[src/rtl/time_display.sv]
// time_display: double-dabble BCD conversion of the stop-watch seconds count,
// driving a scanned two-digit 7-segment display with a blinking RUNNING point.
module time_display #(
    parameter int TIME_W    = 5,
    parameter int SCAN_DIV  = 1,
    parameter int BLINK_DIV = 50
) (
    input  logic              clk,
    input  logic              rst_i,
    input  logic [TIME_W-1:0] time_i,
    input  logic [2:0]        mode_i,
    output logic [6:0]        seg_o,
    output logic [1:0]        an_o,
    output logic              dp_o,
    output logic              busy_o
);
    localparam int CW = $clog2(TIME_W + 1);
    localparam int SW = (SCAN_DIV > 1) ? $clog2(SCAN_DIV) : 1;
    localparam int BW = (BLINK_DIV > 1) ? $clog2(BLINK_DIV) : 1;

    typedef enum logic [1:0] {C_IDLE, C_SHIFT, C_DONE} cstate_t;

    cstate_t           state_q, state_d;
    logic [TIME_W-1:0] cap_q, cap_d, sh_q, sh_d;
    logic [7:0]        bcd_q, bcd_d, adj;
    logic [CW-1:0]     cnt_q, cnt_d;
    logic [3:0]        tens_q, tens_d, ones_q, ones_d, digit;
    logic              busy_q, busy_d;
    logic [SW-1:0]     scan_q, scan_d;
    logic [BW-1:0]     blink_q, blink_d;
    logic [1:0]        an_q, an_d;
    logic              phase_q, phase_d, dp_q, dp_d, scan_wrap, blink_wrap, mode_ok;
    logic [6:0]        seg_q, seg_d;

    function automatic logic [6:0] seg_lut(input logic [3:0] d);
        case (d)
            4'd0: seg_lut = 7'h3F;
            4'd1: seg_lut = 7'h06;
            4'd2: seg_lut = 7'h5B;
            4'd3: seg_lut = 7'h4F;
            4'd4: seg_lut = 7'h66;
            4'd5: seg_lut = 7'h6D;
            4'd6: seg_lut = 7'h7D;
            4'd7: seg_lut = 7'h07;
            4'd8: seg_lut = 7'h7F;
            4'd9: seg_lut = 7'h6F;
            default: seg_lut = 7'h00;
        endcase
    endfunction

    always_comb begin
        state_d = state_q;
        cap_d   = cap_q;
        sh_d    = sh_q;
        bcd_d   = bcd_q;
        cnt_d   = cnt_q;
        tens_d  = tens_q;
        ones_d  = ones_q;
        adj     = '0;
        case (state_q)
            C_IDLE: if (time_i != cap_q) begin
                cap_d   = time_i;
                sh_d    = time_i;
                bcd_d   = '0;
                cnt_d   = '0;
                state_d = C_SHIFT;
            end
            C_SHIFT: begin
                adj = {(bcd_q[7:4] >= 4'd5) ? bcd_q[7:4] + 4'd3 : bcd_q[7:4],
                       (bcd_q[3:0] >= 4'd5) ? bcd_q[3:0] + 4'd3 : bcd_q[3:0]};
                {bcd_d, sh_d} = {adj, sh_q} << 1;
                cnt_d = cnt_q + CW'(1);
                if (cnt_q == CW'(TIME_W - 1)) state_d = C_DONE;
            end
            C_DONE: begin
                tens_d  = bcd_q[7:4];
                ones_d  = bcd_q[3:0];
                state_d = C_IDLE;
            end
            default: state_d = C_IDLE;
        endcase
        busy_d = state_d != C_IDLE;
    end

    // seg/an/dp are all derived from the next digit select so they switch together
    always_comb begin
        scan_wrap  = scan_q == SW'(SCAN_DIV - 1);
        scan_d     = scan_wrap ? '0 : scan_q + SW'(1);
        an_d       = scan_wrap ? {an_q[0], an_q[1]} : an_q;
        blink_wrap = blink_q == BW'(BLINK_DIV - 1);
        blink_d    = blink_wrap ? '0 : blink_q + BW'(1);
        phase_d    = phase_q ^ blink_wrap;
        mode_ok    = (mode_i == 3'b100) || (mode_i == 3'b010) || (mode_i == 3'b001);
        digit      = an_d[1] ? tens_q : ones_q;
        seg_d      = !mode_ok ? 7'h40 : (an_d[1] && tens_q == 4'd0) ? 7'h00 : seg_lut(digit);
        dp_d       = (mode_i == 3'b001) && phase_d && an_d[0];
    end

    always_ff @(posedge clk) begin
        if (rst_i) begin
            state_q <= C_IDLE;
            cap_q   <= '0;
            sh_q    <= '0;
            bcd_q   <= '0;
            cnt_q   <= '0;
            tens_q  <= '0;
            ones_q  <= '0;
            busy_q  <= 1'b0;
            scan_q  <= '0;
            an_q    <= 2'b01;
            blink_q <= '0;
            phase_q <= 1'b0;
            seg_q   <= '0;
            dp_q    <= 1'b0;
        end else begin
            state_q <= state_d;
            cap_q   <= cap_d;
            sh_q    <= sh_d;
            bcd_q   <= bcd_d;
            cnt_q   <= cnt_d;
            tens_q  <= tens_d;
            ones_q  <= ones_d;
            busy_q  <= busy_d;
            scan_q  <= scan_d;
            an_q    <= an_d;
            blink_q <= blink_d;
            phase_q <= phase_d;
            seg_q   <= seg_d;
            dp_q    <= dp_d;
        end
    end

    assign seg_o  = seg_q;
    assign an_o   = an_q;
    assign dp_o   = dp_q;
    assign busy_o = busy_q;
endmodule

[config.mk]
export PLATFORM = sky130hd
export DESIGN_NAME = time_display
export DESIGN_NICKNAME = d
export VERILOG_FILES = /design/src/rtl/time_display.sv
export SDC_FILE = /design/constraint.sdc
export NUM_CORES = 1
export LEC_CHECK = 0
export ABC_AREA = 1
export CORE_UTILIZATION = 57
export DETAILED_ROUTE_END_ITERATION = 10
export PLACE_DENSITY_LB_ADDON = 0.08
export SLEW_MARGIN = 30
export SYNTH_ARGS = -nofsm -noshare
export SYNTH_HDL_FRONTEND = slang
export SYNTH_SLANG_ARGS = --single-unit
[constraint.sdc]
create_clock -name clk -period 4.1 [get_ports clk]
set_clock_uncertainty 0.15 [all_clocks]
set_input_delay 0.82 -clock clk [delete_from_list [all_inputs] [get_ports clk]]
set_output_delay 0.82 -clock clk [all_outputs]
set_load 0.02 [all_outputs]
==> results of run 1 <==
==> area by class of cell <==
cell class	count	share of cell area [%]
Clock buffer	7	2.81
Inverter	46	6.36
Multi-Input combinational cell	229	44.0
Sequential cell	50	36.9
Tap cell	50	2.31
Timing Repair Buffer	21	7.65
==> worst paths after layout <==
kind	start	to	slack, ns	depth (start not counted)
worst max register to register	scan_q$_SDFF_PP0_	seg_o[4]$_SDFF_PP0_	2.10	12
worst min register to register	ones_q[3]$_SDFFE_PP0N_	ones_q[3]$_SDFFE_PP0N_	0.31	2
worst min-delay path	ones_q[3]$_SDFFE_PP0N_	ones_q[3]$_SDFFE_PP0N_	0.31	2
worst max-delay path	time_i[4]	cap_q[2]$_SDFFE_PP0P_	1.48	10
==> metal layers <==
layer	wire, µm	part of all wire, %
met3	142	3.2
met5	0	0
met4	78	1.7
met1	2280	51
met2	1960	44
==> flip-flops by register name, summed over array words and instances, names as in the netlist <==
signal	count
ones_q	4
blink_q	6
dp_o	1
busy_o	1
phase_q	1
seg_o	7
sh_q	5
scan_q	1
state_q	2
cap_q	5
bcd_q	8
tens_q	4
cnt_q	3
an_o	2
==> worst reg2reg max path, cell delays in order (launching register included) <==
cell and delay [ns]:
dfxtp_1 0.35, nand2_1 0.12, inv_1 0.04, nor2_1 0.29, nand2_1 0.12, nand2_2 0.15, inv_1 0.10, ha_1 0.19
nand3b_1 0.14, nand2_1 0.06, nor2_1 0.04, nor2_1 0.10, nor2_1 0.05
==> cell usage in the layout (no fill, tap or decap), types with 3 or more instances in the layout <==
cell / Yosys / layout
inv_1: 44 / 44
o21ai_0: 26 / 26
clkbuf_8: 0 / 5
a21oi_1: 29 / 29
nand3_1: 33 / 33
dfxtp_1: 50 / 50
clkdlybuf4s50_1: 0 / 20
nand2_2: 5 / 5
ha_1: 14 / 14
or2_2: 3 / 3
nor3_1: 3 / 3
xor2_1: 4 / 4
nor2_1: 41 / 41
nand2_1: 56 / 56
==> power groups by stage <==
stage	Sequential, mW	Combinational, mW	Clock [mW]
6_report	0.542	0.223	0.262
5_1_grt	0.546	0.254	0.292
4_1_cts	0.542	0.222	0.271
3_5_place_dp	0.553	0.222	0
3_3_place_gp	0.553	0.220	0
2_1_floorplan	0.559	0.157	0
==> cell families after synthesis <==
family / Yosys count / synth area share (%)
buffers and inverters: 55 / 8.84
XOR/XNOR: 6 / 2.18
adder cells (fa/ha/maj): 14 / 7.28
AND/OR/NAND/NOR: 147 / 26.9
flip-flops: 50 / 41.6
other: 1 / 0.156
AO/OA/AOI/OAI: 61 / 13.1
==> metrics.csv, run 1 <==
stage,metric,value,unit
timing,worstMarginPinSlew,0.730,ns
synthesis,async_flop_share,0,%
global_route,globalRouteMet1Util,28.3,%
power_and_ir_drop,power_leakage,1.17,nW
power_and_ir_drop,p_per_area,379,nW/µm²
synthesis,synthTopCellsByCount,"nand2_1, dfxtp_1, inv_1",
setup_path,crit_arrival,2.66,ns
synthesis,synth_top_cell_area_share,41.6,%
detailed_routing,drt_iter0_drc,130,
detailed_routing,wl,4460,µm
power_and_ir_drop,seqPwrFrac,52.8,%
cts,cts_max_level,2,
synthesis,synthDistinctLibCells,28,
cts,worstSkewPairLatency,0.29,ns
global_route,top_usage_layer,met2,
die,dieArea,4490,µm²
global_route,grt_max_degree,27,
power_and_ir_drop,p_switching,0.310,mW
layout,multi_input_area,1190,µm²
cts,cts_root_buffer,clkbuf_8,
detailed_routing,viasPerCell,5.09,
layout,diodes,0,
cts,cts_made_buffers,5,
detailed_routing,antenna_left,0,
power_and_ir_drop,total_power,1.03,mW
power_and_ir_drop,power_frac_comb,21.7,%
cts,cts_resized,0,
synthesis,yosys_most_used_dff,dfxtp_1,
layout,layout-drive-gt1-share,5.95,%
detailed_routing,wl_per_cell,11.1,µm
detailed_routing,vias,2051,
placed_design,place_area,2640,µm²
timing,min_period_over_period,64.0,%
synthesis,seq_area_frac_synth,41.6,%
setup_path,cp_data_required_time,4.13,ns
setup_path,crit_chain,clkdlybuf4s50_1 > inv_1 > nand2_1 > nand2_1 > nor2_1 > nand3_1 > nand2_1 > inv_1 > nor2_1 > nor2_1,
timing,rsz0062_at_grt,false,
synthesis,yosysWarnings,0,
synthesis,synthMostInstantiatedCell,nand2_1,
layout,finalCoreUtilization,67.4,%
cts,cts.clk_slew.worst_paths,0.08,ns
setup_path,endpoint_kind,register,
setup_path,setup.worst_path.class,input pin to register,
global_route,grt_pass1_wl,7400,µm
run_status,status,completed,
timing,setup_ws,1.48,ns
timing,fmax,381,MHz
flow_run,cap_viol_max_count,0,
synthesis,synth-seq-cells,50,
die,die_w,67.0,µm
synthesis,synth_cells,334,
die,rows,23,
cts,cts_buffer_depth,2,
timing,slew_headroom,51.3,%
cts,post-cts-setup-buffers,0,
layout,instances_no_fill,403,
placed_design,placed_cells,396,
timing,layout_min_cycle_time,2.62,ns
setup_path,path_buf_inv,3,
setup_path,crit_family,simple AND/OR/NAND/NOR gates,
die,die_y,67.0,µm
global_route,antenna_found_initial,0,
setup_path,slowest_delay,0.55,ns
timing,slew_violations,0,
detailed_routing,route.detailed.drc,0,
die,core,4030,µm²
synthesis,syn-num-nets,358,
layout,finalInstanceArea,2710,µm²
cts,cts_tree,done,
setup_path,slowest_stage,nand2_1,
cts,clock_sinks,50,
global_route,grtUsageMet2,35.2,%
global_route,grt_pass1_vias,1742,
setup_path,critPathLaunchType,input pin,
layout,nets,377,
detailed_routing,first_pass_iters,4,
power_and_ir_drop,internal_power,0.717,mW
die,io_pins,21,
synthesis,synth_area_leader_cell,dfxtp_1,
placed_design,placement.io_buffers,20,
layout,area_growth,12.7,%
global_route,grt_overflow,0,
layout,ff_latch_area,1000,µm²
synthesis,netlist_area,2410,µm²
power_and_ir_drop,vdd_ir_drop_max,0.211,mV
power_and_ir_drop,p_sw_share,30.2,%
placed_design,gp_congestion,0.894,
placed_design,dpl_worst_slack,1.24,ns
timing,hold_ws,0.315,ns
synthesis,synth_edf_count,0,
timing,setup_violations,0,
global_route,gr-usage-met3,5.48,%
global_route,track_usage,21.8,%
timing,fin_setup_tns,0,ns
power_and_ir_drop,p_clk_share,25.5,%
timing,final_hold_viol_count,0,
hold_path,hold_path_class,register to register,
die,start_util,59.8,%
synthesis,yosys-top-cells-area,"dfxtp_1, nand2_1, ha_1, inv_1, nand3_1",
layout,fill_cells,370,
setup_path,critPathMaxFanout,23,
synthesis,synth.avg_cell_area,7.21,µm²
cts,ctsHoldBuffers,0,
placed_design,dp_hpwl,3220,µm
Power figures use the tool's default switching activity.
==> run 2: changes to the inputs <==
==> constraint.sdc (replaced) <==
create_clock -name clk -period 2.75 [get_ports clk]
set_clock_uncertainty 0.15 [all_clocks]
set_input_delay 0.55 -clock clk [delete_from_list [all_inputs] [get_ports clk]]
set_output_delay 0.55 -clock clk [all_outputs]
set_load 0.02 [all_outputs]
==> run 2 against run 1 <==
Net effect:
- global-route usage up 1.4 points
- via count down 0.15%
- first-iteration DRC count up 15%
- setup slack worse by 0.88 ns
- flip-flop and latch count unchanged
- cell area up 0.55%
- critical path depth unchanged
- sequential power up 49%
- register-to-register slack worse by 1.3 ns
- clock power up 52%
- routed wire length up 3.6%
- critical path type unchanged
- largest cell class unchanged
- highest routed layer unchanged
==> metrics.csv, run 2 (synthesis results as in run 1) <==
stage,metric,value,unit
setup_path,slowest_delay,0.52,ns
global_route,grt_pass1_vias,1906,
setup_path,crit_chain,clkdlybuf4s50_1 > inv_1 > nand2_1 > nand2_1 > nor2_1 > nand3_1 > nand2_1 > buf_4 > nand3_1 > a21oi_1,
flow_run,cap_viol_max_count,0,
setup_path,crit_top_cell,nand2_1,
cts,cts.clk_slew.worst_paths,0.08,ns
timing,min_period_over_period,78.4,%
layout,finalCoreUtilization,67.7,%
die,rows,23,
cts,cts_max_level,2,
setup_path,cp_data_required_time,2.83,ns
die,io_pins,21,
die,start_util,59.8,%
global_route,grt_overflow,0,
layout,area_growth,13.4,%
layout,layout_commonest_cell,nand2_1,
layout,nets,379,
layout,layout-drive-gt1-share,6.48,%
detailed_routing,wl_per_cell,11.4,µm
global_route,track_usage,23.2,%
timing,setup_violations,0,
cts,clock_sinks,50,
setup_path,rr_worst_depth,9,
detailed_routing,vias,2048,
setup_path,critPathMaxFanout,14,
setup_path,ff2ff_setup_slack,0.79,ns
setup_path,endpoint,sh_q[0]$_SDFFE_PP0P_,
timing,setup_ws,0.593,ns
timing,slew_headroom,56.8,%
global_route,grt_pass1_wl,7860,µm
timing,rsz0062_at_grt,false,
cts,cts_resized,0,
run_status,status,completed,
die,dieArea,4490,µm²
placed_design,dpl_worst_slack,0.293,ns
detailed_routing,route.detailed.drc,0,
layout,largest_reg_flops,8,
timing,fin_setup_tns,0,ns
setup_path,endpoint_kind,register,
setup_path,startpoint,time_i[3],
detailed_routing,first_pass_iters,4,
global_route,grt_max_degree,27,
detailed_routing,wl,4620,µm
global_route,antenna_found_initial,0,
hold_path,min_path_cells,2,
layout,finalInstanceArea,2730,µm²
layout,fill_cells,355,
setup_path,critPathLaunchType,input pin,
die,die_y,67.0,µm
layout,largest-register,bcd_q,
placed_design,gp_congestion,0.826,
placed_design,place_area,2650,µm²
placed_design,placement.io_buffers,20,
die,die_w,67.0,µm
setup_path,r2r_end,seg_o[3]$_SDFF_PP0_,
setup_path,crit_arrival,2.24,ns
cts,worstSkewPairLatency,0.30,ns
timing,final_hold_viol_count,0,
timing,fmax,464,MHz
detailed_routing,drt_iter0_drc,150,
detailed_routing,viasPerCell,5.06,
layout,diodes,0,
cts,cts_buffer_depth,2,
power_and_ir_drop,power_leakage,1.18,nW
layout,multi_input_area,1190,µm²
cts,cts_root_buffer,clkbuf_8,
hold_path,hold_path_class,register to register,
timing,layout_min_cycle_time,2.16,ns
placed_design,dp_hpwl,3390,µm
cts,cts_made_buffers,5,
die,core,4030,µm²
timing,worstMarginPinSlew,0.647,ns
cts,post-cts-setup-buffers,0,
layout,final_cell_mix,"nand2_1, dfxtp_1, inv_1, nor2_1, nand3_1",
power_and_ir_drop,p_per_area,565,nW/µm²
setup_path,slowest_stage,clkdlybuf4s50_1,
setup_path,setup.worst_path.class,input pin to register,
layout,ff_latch_area,1000,µm²
cts,ctsHoldBuffers,0,
setup_path,r2r_start,an_o[0]$_SDFF_PP1_,
timing,slew_violations,0,
cts,cts_tree,done,
detailed_routing,antenna_left,0,
power_and_ir_drop,vdd_ir_drop_max,0.408,mV
-- run 2: report_power, final --
part,internal [mW],total [mW],switching (mW)
logic,0.123,0.339,0.216
clock network,0.176,0.397,0.221
registers,0.776,0.807,0.0314
-- run 2: metrics by stage --
stage	hold WS (ns)	cells	total power, mW
3_3_place_gp	0.299	398	1.16
2_1_floorplan	0.279	334	1.07
5_1_grt	0.338	405	1.64
4_1_cts	0.321	405	1.55
6_report	0.317	405	1.54
3_5_place_dp	0.306	398	1.16
-- run 2: per-layer routing --
metal | wire [µm] | up-vias | part of all wire, % | GRT usage (%)
met2 | 2300 | 31 | 50 | 42.3
met5 | 0 | - | 0 | 0
met3 | 134 | 6 | 2.9 | 4.11
met1 | 2130 | 908 | 46 | 26.2
li1 | - | 1103 | - | -
met4 | 63 | 0 | 1.4 | 9.04
-- run 2: layout make-up --
| class | instances | share of cell area, % |
|---|---|---|
| repair buffers | 23 | 8.16 |
| well taps | 50 | 2.29 |
| clock buffers | 7 | 2.80 |
| multi-input cells | 229 | 43.7 |
| inverters | 46 | 6.33 |
| flip-flops and latches | 50 | 36.7 |
-- run 2: critical path: cells and delay by family --
| kind | cells | cell delay (ns) |
|---|---|---|
| AOI/OAI and AO/OA | 1 | 0.15 |
| buffers and inverters | 3 | 0.83 |
| and+or+nand+nor | 6 | 0.70 |
-- run 2: how the worst min path moves through the flow --
stage                                 from                endpoint
floorplan           ones_q[1]$_SDFFE_PP0N_  ones_q[1]$_SDFFE_PP0N_
global placement    ones_q[1]$_SDFFE_PP0N_  ones_q[1]$_SDFFE_PP0N_
detailed placement   cnt_q[2]$_SDFFE_PP0P_   state_q[1]$_SDFF_PP0_
CTS                 ones_q[3]$_SDFFE_PP0N_  ones_q[3]$_SDFFE_PP0N_
global route         cnt_q[2]$_SDFFE_PP0P_   state_q[1]$_SDFF_PP0_
finish               cnt_q[2]$_SDFFE_PP0P_   state_q[1]$_SDFF_PP0_
